### src/rtl/hls_call_issuer_if.sv
// hls_call_issuer_if: bundles the operand, callee and result handshakes of
// the call issuer. The slave modport is the issuer's view; the master modport
// is the view of the environment that feeds operands, hosts the callee and
// consumes results.
`timescale 1ns/1ps

interface hls_call_issuer_if #(
   parameter int WIDTH = 32
);
   // operand side
   logic             in_valid;
   logic             in_ready;
   logic [WIDTH-1:0] in_a;
   logic [WIDTH-1:0] in_b;
   // callee side
   logic             call_req;
   logic             call_ack;
   logic [WIDTH-1:0] call_p0;
   logic [WIDTH-1:0] call_p1;
   logic [WIDTH-1:0] call_out;
   // result side
   logic             res_valid;
   logic             res_ready;
   logic [WIDTH-1:0] res_data;
   logic             res_err;
   // status
   logic [7:0]       err_count;
   logic             busy;

   modport slave (
      input  in_valid, in_a, in_b, call_ack, call_out, res_ready,
      output in_ready, call_req, call_p0, call_p1,
             res_valid, res_data, res_err, err_count, busy
   );

   modport master (
      output in_valid, in_a, in_b, call_ack, call_out, res_ready,
      input  in_ready, call_req, call_p0, call_p1,
             res_valid, res_data, res_err, err_count, busy
   );
endinterface

### src/rtl/hls_call_issuer.sv
// hls_call_issuer: issues one call at a time to a callee unit with a
// req/ack handshake, bounds the wait with a timeout, waits for a held ack
// to drop before presenting the result, and holds the result until the
// consumer takes it. A timed-out call yields res_data=0 with res_err=1 and
// bumps a saturating error counter.
`timescale 1ns/1ps

module hls_call_issuer #(
   parameter int WIDTH   = 32,
   parameter int TIMEOUT = 64
) (
   input  logic               clk,
   input  logic               reset,
   hls_call_issuer_if.slave   bus
);

   typedef enum logic [1:0] {
      S_IDLE   = 2'd0,
      S_CALL   = 2'd1,
      S_DRAIN  = 2'd2,
      S_RESULT = 2'd3
   } state_t;

   // Last counter value before the wait is declared a timeout.
   localparam logic [15:0] TIMEOUT_LAST = 16'(TIMEOUT - 1);

   state_t           r_state;
   logic             r_call_req;
   logic             r_res_valid;
   logic             r_busy;
   logic [WIDTH-1:0] r_call_p0;
   logic [WIDTH-1:0] r_call_p1;
   logic [WIDTH-1:0] r_res_data;
   logic             r_res_err;
   logic [7:0]       r_err_count;
   logic [15:0]      r_wait_cnt;

   logic             w_in_ready;
   logic             w_accept;
   logic             w_timeout;
   logic [7:0]       w_err_next;

   // A stale ack still high from the previous call blocks a new accept,
   // so in_ready must see call_ack combinationally.
   assign w_in_ready = (r_state == S_IDLE) && !bus.call_ack;
   assign w_accept   = w_in_ready && bus.in_valid;
   // An ack in the same cycle as the last wait cycle wins over the timeout.
   assign w_timeout  = !bus.call_ack && (r_wait_cnt == TIMEOUT_LAST);
   assign w_err_next = (r_err_count == 8'hFF) ? 8'hFF : (r_err_count + 8'd1);

   assign bus.in_ready  = w_in_ready;
   assign bus.call_req  = r_call_req;
   assign bus.call_p0   = r_call_p0;
   assign bus.call_p1   = r_call_p1;
   assign bus.res_valid = r_res_valid;
   assign bus.res_data  = r_res_data;
   assign bus.res_err   = r_res_err;
   assign bus.err_count = r_err_count;
   assign bus.busy      = r_busy;

   // Call sequencing FSM with registered handshake and status outputs.
   always_ff @(posedge clk) begin
      if (reset) begin
         r_state     <= S_IDLE;
         r_call_req  <= 1'b0;
         r_res_valid <= 1'b0;
         r_busy      <= 1'b0;
         r_call_p0   <= '0;
         r_call_p1   <= '0;
         r_res_data  <= '0;
         r_res_err   <= 1'b0;
         r_err_count <= 8'd0;
         r_wait_cnt  <= 16'd0;
      end else begin
         case (r_state)
            S_IDLE: begin
               if (w_accept) begin
                  r_call_p0  <= bus.in_a;
                  r_call_p1  <= bus.in_b;
                  r_wait_cnt <= 16'd0;
                  r_call_req <= 1'b1;
                  r_busy     <= 1'b1;
                  r_state    <= S_CALL;
               end else begin
                  r_state    <= S_IDLE;
               end
            end
            S_CALL: begin
               if (bus.call_ack) begin
                  r_res_data <= bus.call_out;
                  r_res_err  <= 1'b0;
                  r_call_req <= 1'b0;
                  r_state    <= S_DRAIN;
               end else if (w_timeout) begin
                  r_res_data  <= '0;
                  r_res_err   <= 1'b1;
                  r_err_count <= w_err_next;
                  r_wait_cnt  <= r_wait_cnt + 16'd1;
                  r_call_req  <= 1'b0;
                  r_state     <= S_DRAIN;
               end else begin
                  r_wait_cnt <= r_wait_cnt + 16'd1;
               end
            end
            S_DRAIN: begin
               // Present the result only once the callee has released ack.
               if (!bus.call_ack) begin
                  r_res_valid <= 1'b1;
                  r_state     <= S_RESULT;
               end else begin
                  r_state     <= S_DRAIN;
               end
            end
            S_RESULT: begin
               if (bus.res_ready) begin
                  r_res_valid <= 1'b0;
                  r_busy      <= 1'b0;
                  r_state     <= S_IDLE;
               end else begin
                  r_state     <= S_RESULT;
               end
            end
            default: begin
               r_call_req  <= 1'b0;
               r_res_valid <= 1'b0;
               r_busy      <= 1'b0;
               r_state     <= S_IDLE;
            end
         endcase
      end
   end

endmodule

### src/flat_wrapper.sv
// flat-port wrapper written by rule: the top's interface ports become plain ports
module hls_call_issuer_flat 
#(
   parameter int WIDTH   = 32,
   parameter int TIMEOUT = 64
)
  (clk, reset, bus_in_valid, bus_in_a, bus_in_b, bus_call_ack, bus_call_out, bus_res_ready, bus_in_ready, bus_call_req, bus_call_p0, bus_call_p1, bus_res_valid, bus_res_data, bus_res_err, bus_err_count, bus_busy);
  hls_call_issuer_if #(.WIDTH(WIDTH)) bus_i ();
  input  logic clk;
  input  logic reset;
  input wire logic [$bits(bus_i.in_valid)-1:0] bus_in_valid;
  input wire logic [$bits(bus_i.in_a)-1:0] bus_in_a;
  input wire logic [$bits(bus_i.in_b)-1:0] bus_in_b;
  input wire logic [$bits(bus_i.call_ack)-1:0] bus_call_ack;
  input wire logic [$bits(bus_i.call_out)-1:0] bus_call_out;
  input wire logic [$bits(bus_i.res_ready)-1:0] bus_res_ready;
  output wire logic [$bits(bus_i.in_ready)-1:0] bus_in_ready;
  output wire logic [$bits(bus_i.call_req)-1:0] bus_call_req;
  output wire logic [$bits(bus_i.call_p0)-1:0] bus_call_p0;
  output wire logic [$bits(bus_i.call_p1)-1:0] bus_call_p1;
  output wire logic [$bits(bus_i.res_valid)-1:0] bus_res_valid;
  output wire logic [$bits(bus_i.res_data)-1:0] bus_res_data;
  output wire logic [$bits(bus_i.res_err)-1:0] bus_res_err;
  output wire logic [$bits(bus_i.err_count)-1:0] bus_err_count;
  output wire logic [$bits(bus_i.busy)-1:0] bus_busy;
  assign bus_i.in_valid = bus_in_valid;
  assign bus_i.in_a = bus_in_a;
  assign bus_i.in_b = bus_in_b;
  assign bus_i.call_ack = bus_call_ack;
  assign bus_i.call_out = bus_call_out;
  assign bus_i.res_ready = bus_res_ready;
  assign bus_in_ready = bus_i.in_ready;
  assign bus_call_req = bus_i.call_req;
  assign bus_call_p0 = bus_i.call_p0;
  assign bus_call_p1 = bus_i.call_p1;
  assign bus_res_valid = bus_i.res_valid;
  assign bus_res_data = bus_i.res_data;
  assign bus_res_err = bus_i.res_err;
  assign bus_err_count = bus_i.err_count;
  assign bus_busy = bus_i.busy;
  hls_call_issuer #(.WIDTH(WIDTH), .TIMEOUT(TIMEOUT)) u_core (.clk(clk), .reset(reset), .bus(bus_i));
endmodule
### config.mk
export PLATFORM = sky130hd
export DESIGN_NAME = hls_call_issuer_flat
export DESIGN_NICKNAME = d
export VERILOG_FILES = /design/src/rtl/hls_call_issuer_if.sv /design/src/rtl/hls_call_issuer.sv /design/src/flat_wrapper.sv
export SDC_FILE = /design/constraint.sdc
export NUM_CORES = 1
export LEC_CHECK = 0
export CAP_MARGIN = 0
export CORE_MARGIN = 2
export CORE_UTILIZATION = 40
export DETAILED_ROUTE_END_ITERATION = 10
export PLACE_DENSITY_LB_ADDON = 0.12
export SETUP_SLACK_MARGIN = 0.05
export SYNTH_ARGS = -nofsm -noshare
export SYNTH_HDL_FRONTEND = slang
export SYNTH_SLANG_ARGS = --single-unit
export TNS_END_PERCENT = 5
### constraint.sdc
create_clock -name clk -period 4.8 [get_ports clk]
set_clock_uncertainty 0.15 [all_clocks]
set_input_delay 1.44 -clock clk [delete_from_list [all_inputs] [get_ports clk]]
set_output_delay 1.44 -clock clk [all_outputs]
set_load 0.01 [all_outputs]
==> metrics.txt, run 1 <==
hold_ws 0.301 ns; share of the synthesized area in the top cell type 54.1%; critical path startpoint category primary input; final core occ between 60% and 70%; Worst Setup EP bus_in_ready; setup ws final 0.422 ns; predominant post-synthesis flop cell dfxtp_1; clock-pin slew on the worst setup and hold paths around 0.05 ns; Layout area overhead 58.4%; maximum vdd drop 0.297 mV; fin crit share 91.2%; Synth warnings 0; Hold Vio Cnt, Final 0; Multi-input gate area 0.00197 mm2; layout cells sized above 1 6.21%; non-filler cells in the finished layout just under 900; Detail Placement HPWL 9570 um; post-CTS setup buffers 0; first-pass GRT wire length 21900 um; DIE AREA 0.0125 mm2; # DRC 0; Final Max Tran Viols 0; drt via density 5.08; Total Power 2.56 mW; diode count 0; CTS Buf Count 17; asr flop ratio synth 0%; commonest non-fill, non-tap cell in the layout clkdlybuf4s50_1; status completed; largest net degree at the start of global routing 53; synthesized area per cell approximately 8.8 um2; CTS HTree Levels 4; Routed Antenna Nets 0; Inst Count DP about 850; drt pass-1 iters 4; Crit Path Max Fanout 3; R2R Path Start u_core.r_state[1]; via count 4492; final setup violation count 0; power density cells 347 mW/mm2; largest cells by area after synthesis dfxtp_1 (54%), nand2_1 (12%), a21oi_1 (8.6%); number of global-route vias before repair 4582; register-to-register setup slack between 2 and 2.5 ns; Pleak 2.58 nW; post-synthesis cell count 528; pre-CTS WS 0.413 ns; initial antenna violation count 0; RSZ-0062 raised after global routing no; die width 112 um; post-CTS sizing 0; CP Launch Point bus_call_ack; critical path type primary input to primary output; CP Capture Type primary output; Root Buffer clkbuf_16; fmax 228 MHz; final instance area 0.00738 mm2; Routed WL 13500 um; hold_buf cts 0; WL/cell 15.3 um; total global-route track usage 21.9%; Hold Crit Start u_core.bus.call_p0[30]; placer congestion estimate 0.832; PortBufs 209; Overflow after GRT 0; Post-Syn Area 0.00466 mm2; RR Endpoint u_core.r_wait_cnt[15]; fill count 985; min Tclk post-route 4.38 ns; flops & latches, synth 126; clock sink count between 100 and 150; placed cell areas 0.00684 mm2; CTS tree built; cell taking the most area after synthesis dfxtp_1; register area 0.00252 mm2; setup TNS 0 ns; Seq/Total Area, Yosys 54.1%; most frequent cells in the layout clkdlybuf4s50_1 (208), nand2_1 (142), dfxtp_1 (126); Netlist cell types between 40 and 50; core footprint 0.0114 mm2; initial DRC count approximately 230; maxcap violations 0; critical path arrival roughly 2.8 ns; syn nets 631; nets 831; Die Y 112 um; CP required 3.21 ns; Worst Max-Slew Pin Slew 0.983 ns; Rows 39; slew margin rel. 34.5%; worst min path class register to register; Clock Latency Late Sink about 0.41 ns; Post-synth EDFFs 0; Starting Density 40.8%; Bufs on Longest Clock Path 2; Reg2Reg Depth 4; Top Ports 210
-- cells in the mapped netlist (3+ instances only) --
library cell / count
a21oi_1: 80
nand2_1: 143
buf_6: 3
o31ai_1: 3
o21ai_0: 6
nand3_1: 10
and2_1: 3
nor4_1: 3
a41oi_1: 3
xnor2_1: 5
nor2_1: 16
or4_1: 3
clkbuf_1: 22
nor3_1: 8
inv_1: 6
buf_1: 6
a211oi_1: 8
dfxtp_1: 126
or4_4: 3
or3_1: 6
a22o_1: 32
-- logic make-up (layout without fill, tap and decap cells) --
logic type	count (synthesis)	in the layout	share of synthesized area (%)
fa+ha+maj	2	2	0.537
buf+inv	40	253	3.78
flops	126	126	54.1
simple gates	210	210	20.6
xor+xnor	5	5	0.939
mux	1	1	0.215
compound gates	144	144	19.8
-- worst min-delay path by stage --
stage / to / slack, ns / cells after the start
6_report: u_core.bus.call_p0[30] / 0.30 / 2
4_1_cts: u_core.bus.call_p0[12] / 0.30 / 2
3_5_place_dp: u_core.bus.call_p0[12] / 0.30 / 2
2_1_floorplan: u_core.r_wait_cnt[15] / 0.30 / 2
5_1_grt: u_core.bus.call_p0[6] / 0.32 / 2
3_3_place_gp: u_core.bus.call_p1[10] / 0.29 / 2
-- critical path, stage by stage --
cell,delay (ns)
clkdlybuf4s50_1,0.42
nor3_1,0.31
clkdlybuf4s50_1,0.62
-- metal layers --
| layer | up-vias | wire length, um | global-route usage [%] |
|---|---|---|---|
| li1 | 2246 | - | - |
| met1 | 2087 | 5420 | 23.3 |
| met2 | 135 | 6690 | 37.3 |
| met3 | 24 | 1130 | 10.5 |
| met4 | 0 | 308 | 9.43 |
| met5 | - | 0 | 0 |
-- registers in the layout, summed over array words and instances, names as in the netlist --
| signal | count |
|---|---|
| u_core.bus.res_err | 1 |
| u_core.bus.call_p0 | 32 |
| u_core.bus.busy | 1 |
| u_core.bus.res_data | 32 |
| u_core.r_state | 2 |
| u_core.bus.err_count | 8 |
| u_core.r_wait_cnt | 16 |
| u_core.bus.call_req | 1 |
| u_core.bus.call_p1 | 32 |
| u_core.bus.res_valid | 1 |
-- cell type report --
type | count | share of cell area [%]
flip-flops and latches | 126 | 34.2
repair buffers | 215 | 29.0
clock inverters | 6 | 0.441
inverters | 6 | 0.305
clock buffers | 26 | 6.90
multi-input cells | 362 | 26.7
well taps | 143 | 2.42
-- power breakdown --
part	switching [mW]	internal (mW)	total [mW]
clock network	0.442	0.723	1.17
registers	0.0216	1.09	1.11
logic	0.122	0.165	0.288
(Power assumes the default switching activity.)
==> run 2, diff against run 1 <==
--- a/config.mk
+++ b/config.mk
@@ -6,7 +6,7 @@
 export NUM_CORES = 1
 export LEC_CHECK = 0
 export CAP_MARGIN = 0
-export CORE_MARGIN = 2
+export CORE_MARGIN = 5
 export CORE_UTILIZATION = 40
 export DETAILED_ROUTE_END_ITERATION = 10
 export PLACE_DENSITY_LB_ADDON = 0.12
==> metrics.txt, run 2 (synthesized netlist as in run 1, its figures left out) <==
CTS Buf Count 17 (unchanged); Starting Density 40.8% (unchanged); CP required 3.21 ns (about the same); status completed (unchanged); Routed Antenna Nets 0 (unchanged); maximum vdd drop 0.366 mV (was 0.297 mV); Layout area overhead 58.3% (was 58.4%); fin crit share 91.4% (was 91.2%); clock sink count 126 (unchanged); drt via density 5.11 (was 5.08); Worst Max-Slew Pin Slew 0.836 ns (was 0.983 ns); Final Max Tran Viols 0 (unchanged); diode count 0 (unchanged); worst min path class register to register (unchanged); first-pass GRT wire length 22200 um (was 21900 um); CTS HTree Levels 4 (unchanged); crit-path cells clkdlybuf4s50_1, nor3_1, clkdlybuf4s50_1 (unchanged); slew margin rel. 43.8% (was 34.5%); # DRC 0 (unchanged); crit-path max cell delay 0.63 ns (was 0.62 ns); critical path type primary input to primary output (unchanged); slowest CP cell clkdlybuf4s50_1 (unchanged); largest net degree at the start of global routing 60 (was 53); WL/cell 15.9 um (was 15.3 um); power density cells 348 mW/mm2 (was 347 mW/mm2); Crit Path Max Fanout 3 (unchanged); DIE AREA 0.0139 mm2 (was 0.0125 mm2); CTS tree built (unchanged); initial DRC count 197 (was 231); RSZ-0062 raised after global routing no (unchanged); commonest non-fill, non-tap cell in the layout clkdlybuf4s50_1 (unchanged); Clock Latency Late Sink 0.40 ns (was 0.41 ns); most used cell, CP clkdlybuf4s50_1 (unchanged); post-CTS sizing 0 (unchanged); hold_buf cts 0 (unchanged); Overflow after GRT 0 (unchanged); Root Buffer clkbuf_16 (unchanged); CP Capture Type primary output (unchanged); placer congestion estimate 0.807 (was 0.832); hold_ws 0.301 ns (about the same); number of global-route vias before repair 4425 (was 4582); maxcap violations 0 (unchanged); initial antenna violation count 0 (unchanged); most frequent cells in the layout clkdlybuf4s50_1 (208), nand2_1 (142), dfxtp_1 (126) (unchanged); PortBufs 209 (unchanged); min Tclk post-route 4.39 ns (was 4.38 ns); final setup violation count 0 (unchanged); setup TNS 0 ns (unchanged); post-CTS setup buffers 0 (unchanged); Die Y 118 um (was 112 um); Hold Vio Cnt, Final 0 (unchanged); fmax 228 MHz (about the same); Routed WL 14100 um (was 13500 um); die width 118 um (was 112 um); core footprint 0.0114 mm2 (unchanged); clock-pin slew on the worst setup and hold paths 0.05 ns (about the same); Rows 39 (unchanged); Pleak 2.58 nW (about the same); via count 4512 (was 4492); Bufs on Longest Clock Path 2 (unchanged); drt pass-1 iters 5 (was 4); layout cells sized above 1 6.22% (was 6.21%); Detail Placement HPWL 10300 um (was 9570 um); critical path arrival 2.80 ns (was 2.79 ns); Top Ports 210 (unchanged); critical path startpoint category primary input (unchanged); nets 833 (was 831); total global-route track usage 19.7% (was 21.9%)
==> run 2: cell count changes in the layout (fill, tap and decap cells not counted) <==
| cell | delta |
|---|---|
| buf_4 | +3 |
| buf_12 | -1 |
| clkinv_2 | +1 |
| bufinv_16 | +2 |
| clkbuf_8 | -5 |
| clkbuf_1 | -1 |
==> run 2: path summary, 6_finish.rpt <==
path,end,from,slack [ns],cells after the start
hold / removal,u_core.bus.call_p1[31],u_core.bus.call_p1[31],0.30,2
setup reg to reg,u_core.r_wait_cnt[15],u_core.r_state[1],2.46,4
hold reg to reg,u_core.bus.call_p1[31],u_core.bus.call_p1[31],0.30,2
setup / recovery,bus_in_ready,bus_call_ack,0.41,3
==> run 2: area by class of cell <==
type                       count  area [um2]
tap                          143         179
clock buffer                  20         437
inverter                       6        22.5
timing repair buffer         217        2150
multi-input combinational    362        1970
sequential                   126        2520
fill                        1003        4040
clock inverter                 9        97.6
==> run 2: worst max-delay path: cells and delay by family <==
| kind | cells | cell delay, ns |
|---|---|---|
| buf+inv | 2 | 1.05 |
| simple gates | 1 | 0.31 |
==> run 2: routing by layer <==
layer  up-vias  part of all wire (%)  global-route usage [%]  wire [um]
met5         -                     0                       0          0
met4         0                   1.9                    7.67        274
met3        22                   9.7                    9.90       1360
met2       148                    51                    34.7       7210
met1      2091                    37                    19.8       5210
li1       2251                     -                       -          -
==> run 2: per-stage QoR <==
stage | area [um2] | util [%] | worst slack, ns | cells | power (mW)
CTS | 7380 | 64.6 | 0.411 | 883 | 2.60
global placement | 6850 | 59.9 | 0.458 | 854 | 1.41
global route | 7380 | 64.6 | 0.356 | 883 | 2.68
detailed placement | 6850 | 59.9 | 0.412 | 854 | 1.42
finish | 7380 | 64.6 | 0.414 | 883 | 2.57
floorplan | 4660 | - | 1.28 | 528 | 1.23
==> run 2: power breakdown <==
| group | switching (mW) | internal [mW] |
|---|---|---|
| sequential | 0.0215 | 1.09 |
| combinational | 0.123 | 0.165 |
| clock | 0.425 | 0.747 |
==> run 3, diff against run 2 <==
--- a/config.mk
+++ b/config.mk
@@ -9,6 +9,7 @@
 export CORE_MARGIN = 5
 export CORE_UTILIZATION = 40
 export DETAILED_ROUTE_END_ITERATION = 10
+export DONT_BUFFER_PORTS = 1
 export PLACE_DENSITY_LB_ADDON = 0.12
 export SETUP_SLACK_MARGIN = 0.05
 export SYNTH_ARGS = -nofsm -noshare
==> constraint.sdc (replaced) <==
create_clock -name clk -period 4.8 [get_ports clk]
set_clock_uncertainty 0.15 [all_clocks]
set_input_delay 1.44 -clock clk [delete_from_list [all_inputs] [get_ports clk]]
set_output_delay 1.44 -clock clk [all_outputs]
set_load 0.02 [all_outputs]
==> metrics.txt, run 3 (synthesized netlist as in run 1, its figures left out) <==
Hold Vio Cnt, Final 0 (unchanged); largest net degree at the start of global routing 88 (was 60); commonest non-fill, non-tap cell in the layout nand2_1 (was clkdlybuf4s50_1); DIE AREA 0.0139 mm2 (unchanged); clock sink count 126 (unchanged); slew margin rel. 44.0% (was 43.8%); Clock Latency Late Sink 0.41 ns (was 0.40 ns); Routed WL 12100 um (was 14100 um); drt pass-1 iters 5 (unchanged); pre-CTS WS 1.14 ns (was 0.412 ns); drt via density 5.52 (was 5.11); RSZ-0062 raised after global routing no (unchanged); Total Power 2.62 mW (was 2.57 mW); CTS tree built (unchanged); Routed Antenna Nets 0 (unchanged); final setup violation count 0 (unchanged); maximum vdd drop 0.545 mV (was 0.366 mV); Final Max Tran Viols 0 (unchanged); CP required 3.21 ns (about the same); Starting Density 40.8% (unchanged); PortBufs 0 (was 209); nets 621 (was 833); total global-route track usage 17.2% (was 19.7%); Bufs on Longest Clock Path 2 (unchanged); Pleak 1.84 nW (was 2.58 nW); min Tclk post-route 3.65 ns (was 4.39 ns); cell family with most CP delay simple AND/OR/NAND/NOR gates (was buffers and inverters); via count 3713 (was 4512); Worst Max-Slew Pin Slew 0.833 ns (was 0.836 ns); fin crit share 76.1% (was 91.4%); Layout area overhead 15.1% (was 58.3%); layout cells sized above 1 8.49% (was 6.22%); first-pass GRT wire length 19400 um (was 22200 um); worst min path class register to register (unchanged); fill count 1108 (was 1003); critical path arrival 2.06 ns (was 2.80 ns); post-CTS setup buffers 0 (unchanged); maxcap violations 0 (unchanged); final core occ 47.0% (was 64.6%); Detail Placement HPWL 8380 um (was 10300 um); Hold Crit Depth 2 (unchanged); Overflow after GRT 0 (unchanged); Top Ports 210 (unchanged); status completed (unchanged); Crit Path Max Fanout 9 (was 3); CP Capture Type primary output (unchanged); CTS Buf Count 17 (unchanged); Die Y 118 um (unchanged); slowest CP cell nor3_1 (was clkdlybuf4s50_1); # DRC 0 (unchanged); setup ws final 1.15 ns (was 0.414 ns); CTS HTree Levels 4 (unchanged); WP buf/inv 0 (was 2); WL/cell 18.0 um (was 15.9 um); Root Buffer clkbuf_16 (unchanged); crit-path max cell delay 0.62 ns (was 0.63 ns); core footprint 0.0114 mm2 (unchanged); clock-pin slew on the worst setup and hold paths 0.05 ns (about the same); Critical Path Stages 1 (was 3); Reg2Reg Depth 5 (was 4); fmax 274 MHz (was 228 MHz); number of global-route vias before repair 3700 (was 4425); crit-path cells nor3_1 (was clkdlybuf4s50_1, nor3_1, clkdlybuf4s50_1); initial DRC count 179 (was 197); initial antenna violation count 0 (unchanged); post-CTS sizing 0 (unchanged); register area 0.00252 mm2 (unchanged); setup TNS 0 ns (unchanged); Rows 39 (unchanged); power density cells 488 mW/mm2 (was 348 mW/mm2); critical path type primary input to primary output (unchanged); diode count 0 (unchanged); hold_buf cts 0 (unchanged); placer congestion estimate 0.776 (was 0.807); most frequent cells in the layout nand2_1 (142), dfxtp_1 (126), a21oi_1 (80) (was clkdlybuf4s50_1 (208), nand2_1 (142), dfxtp_1 (126)); Multi-input gate area 0.00197 mm2 (unchanged); critical path startpoint category primary input (unchanged); die width 118 um (unchanged)
-- run 3: cell types whose count changed in the layout (fill, tap and decap cells not counted), sizes merged --
cell / previous run / this run
buf: 9 / 5
clkinvlp: 1 / 2
clkdlybuf4s50: 208 / 0
clkbuf: 20 / 22
inv: 6 / 7
clkinv: 6 / 2
bufinv: 2 / 4
-- run 3: layer usage --
layer | up-vias | global-route usage (%) | wire, um
met4 | 0 | 6.09 | 174
met3 | 11 | 10.2 | 1320
met1 | 1748 | 17.6 | 4550
met2 | 133 | 29.0 | 6100
met5 | - | 0 | 0
li1 | 1821 | - | -
-- run 3: area by class of cell --
cell class,count,share of cell area (%)
Timing Repair Buffer,5,0.699
Sequential cell,126,47.0
Clock inverter,9,2.94
Clock buffer,22,8.83
Tap cell,143,3.33
Inverter,6,0.420
Multi-Input combinational cell,362,36.8
-- run 3: power by group --
group          leakage [nW]  internal [mW]  switching (mW)
clock network         0.303          0.909           0.452
logic                 0.514         0.0339          0.0610
registers              1.02           1.09          0.0757
total                  1.84           2.03           0.589
-- run 3: path summary, 6_finish.rpt --
check,start,to,slack (ns)
max,bus_call_ack,bus_in_ready,1.15
min,u_core.r_wait_cnt[15],u_core.r_wait_cnt[15],0.34
max reg2reg,u_core.r_state[1],u_core.bus.call_p0[5],2.12
min reg2reg,u_core.r_wait_cnt[15],u_core.r_wait_cnt[15],0.34
-- run 3: through the flow --
| stage | area (um2) | std cells | hold WS [ns] |
|---|---|---|---|
| floorplan | 4660 | 528 | 0.302 |
| global placement | 4740 | 642 | 0.325 |
| detailed placement | 4740 | 642 | 0.337 |
| CTS | 5370 | 673 | 0.345 |
| global route | 5370 | 673 | 0.379 |
| finish | 5370 | 673 | 0.345 |
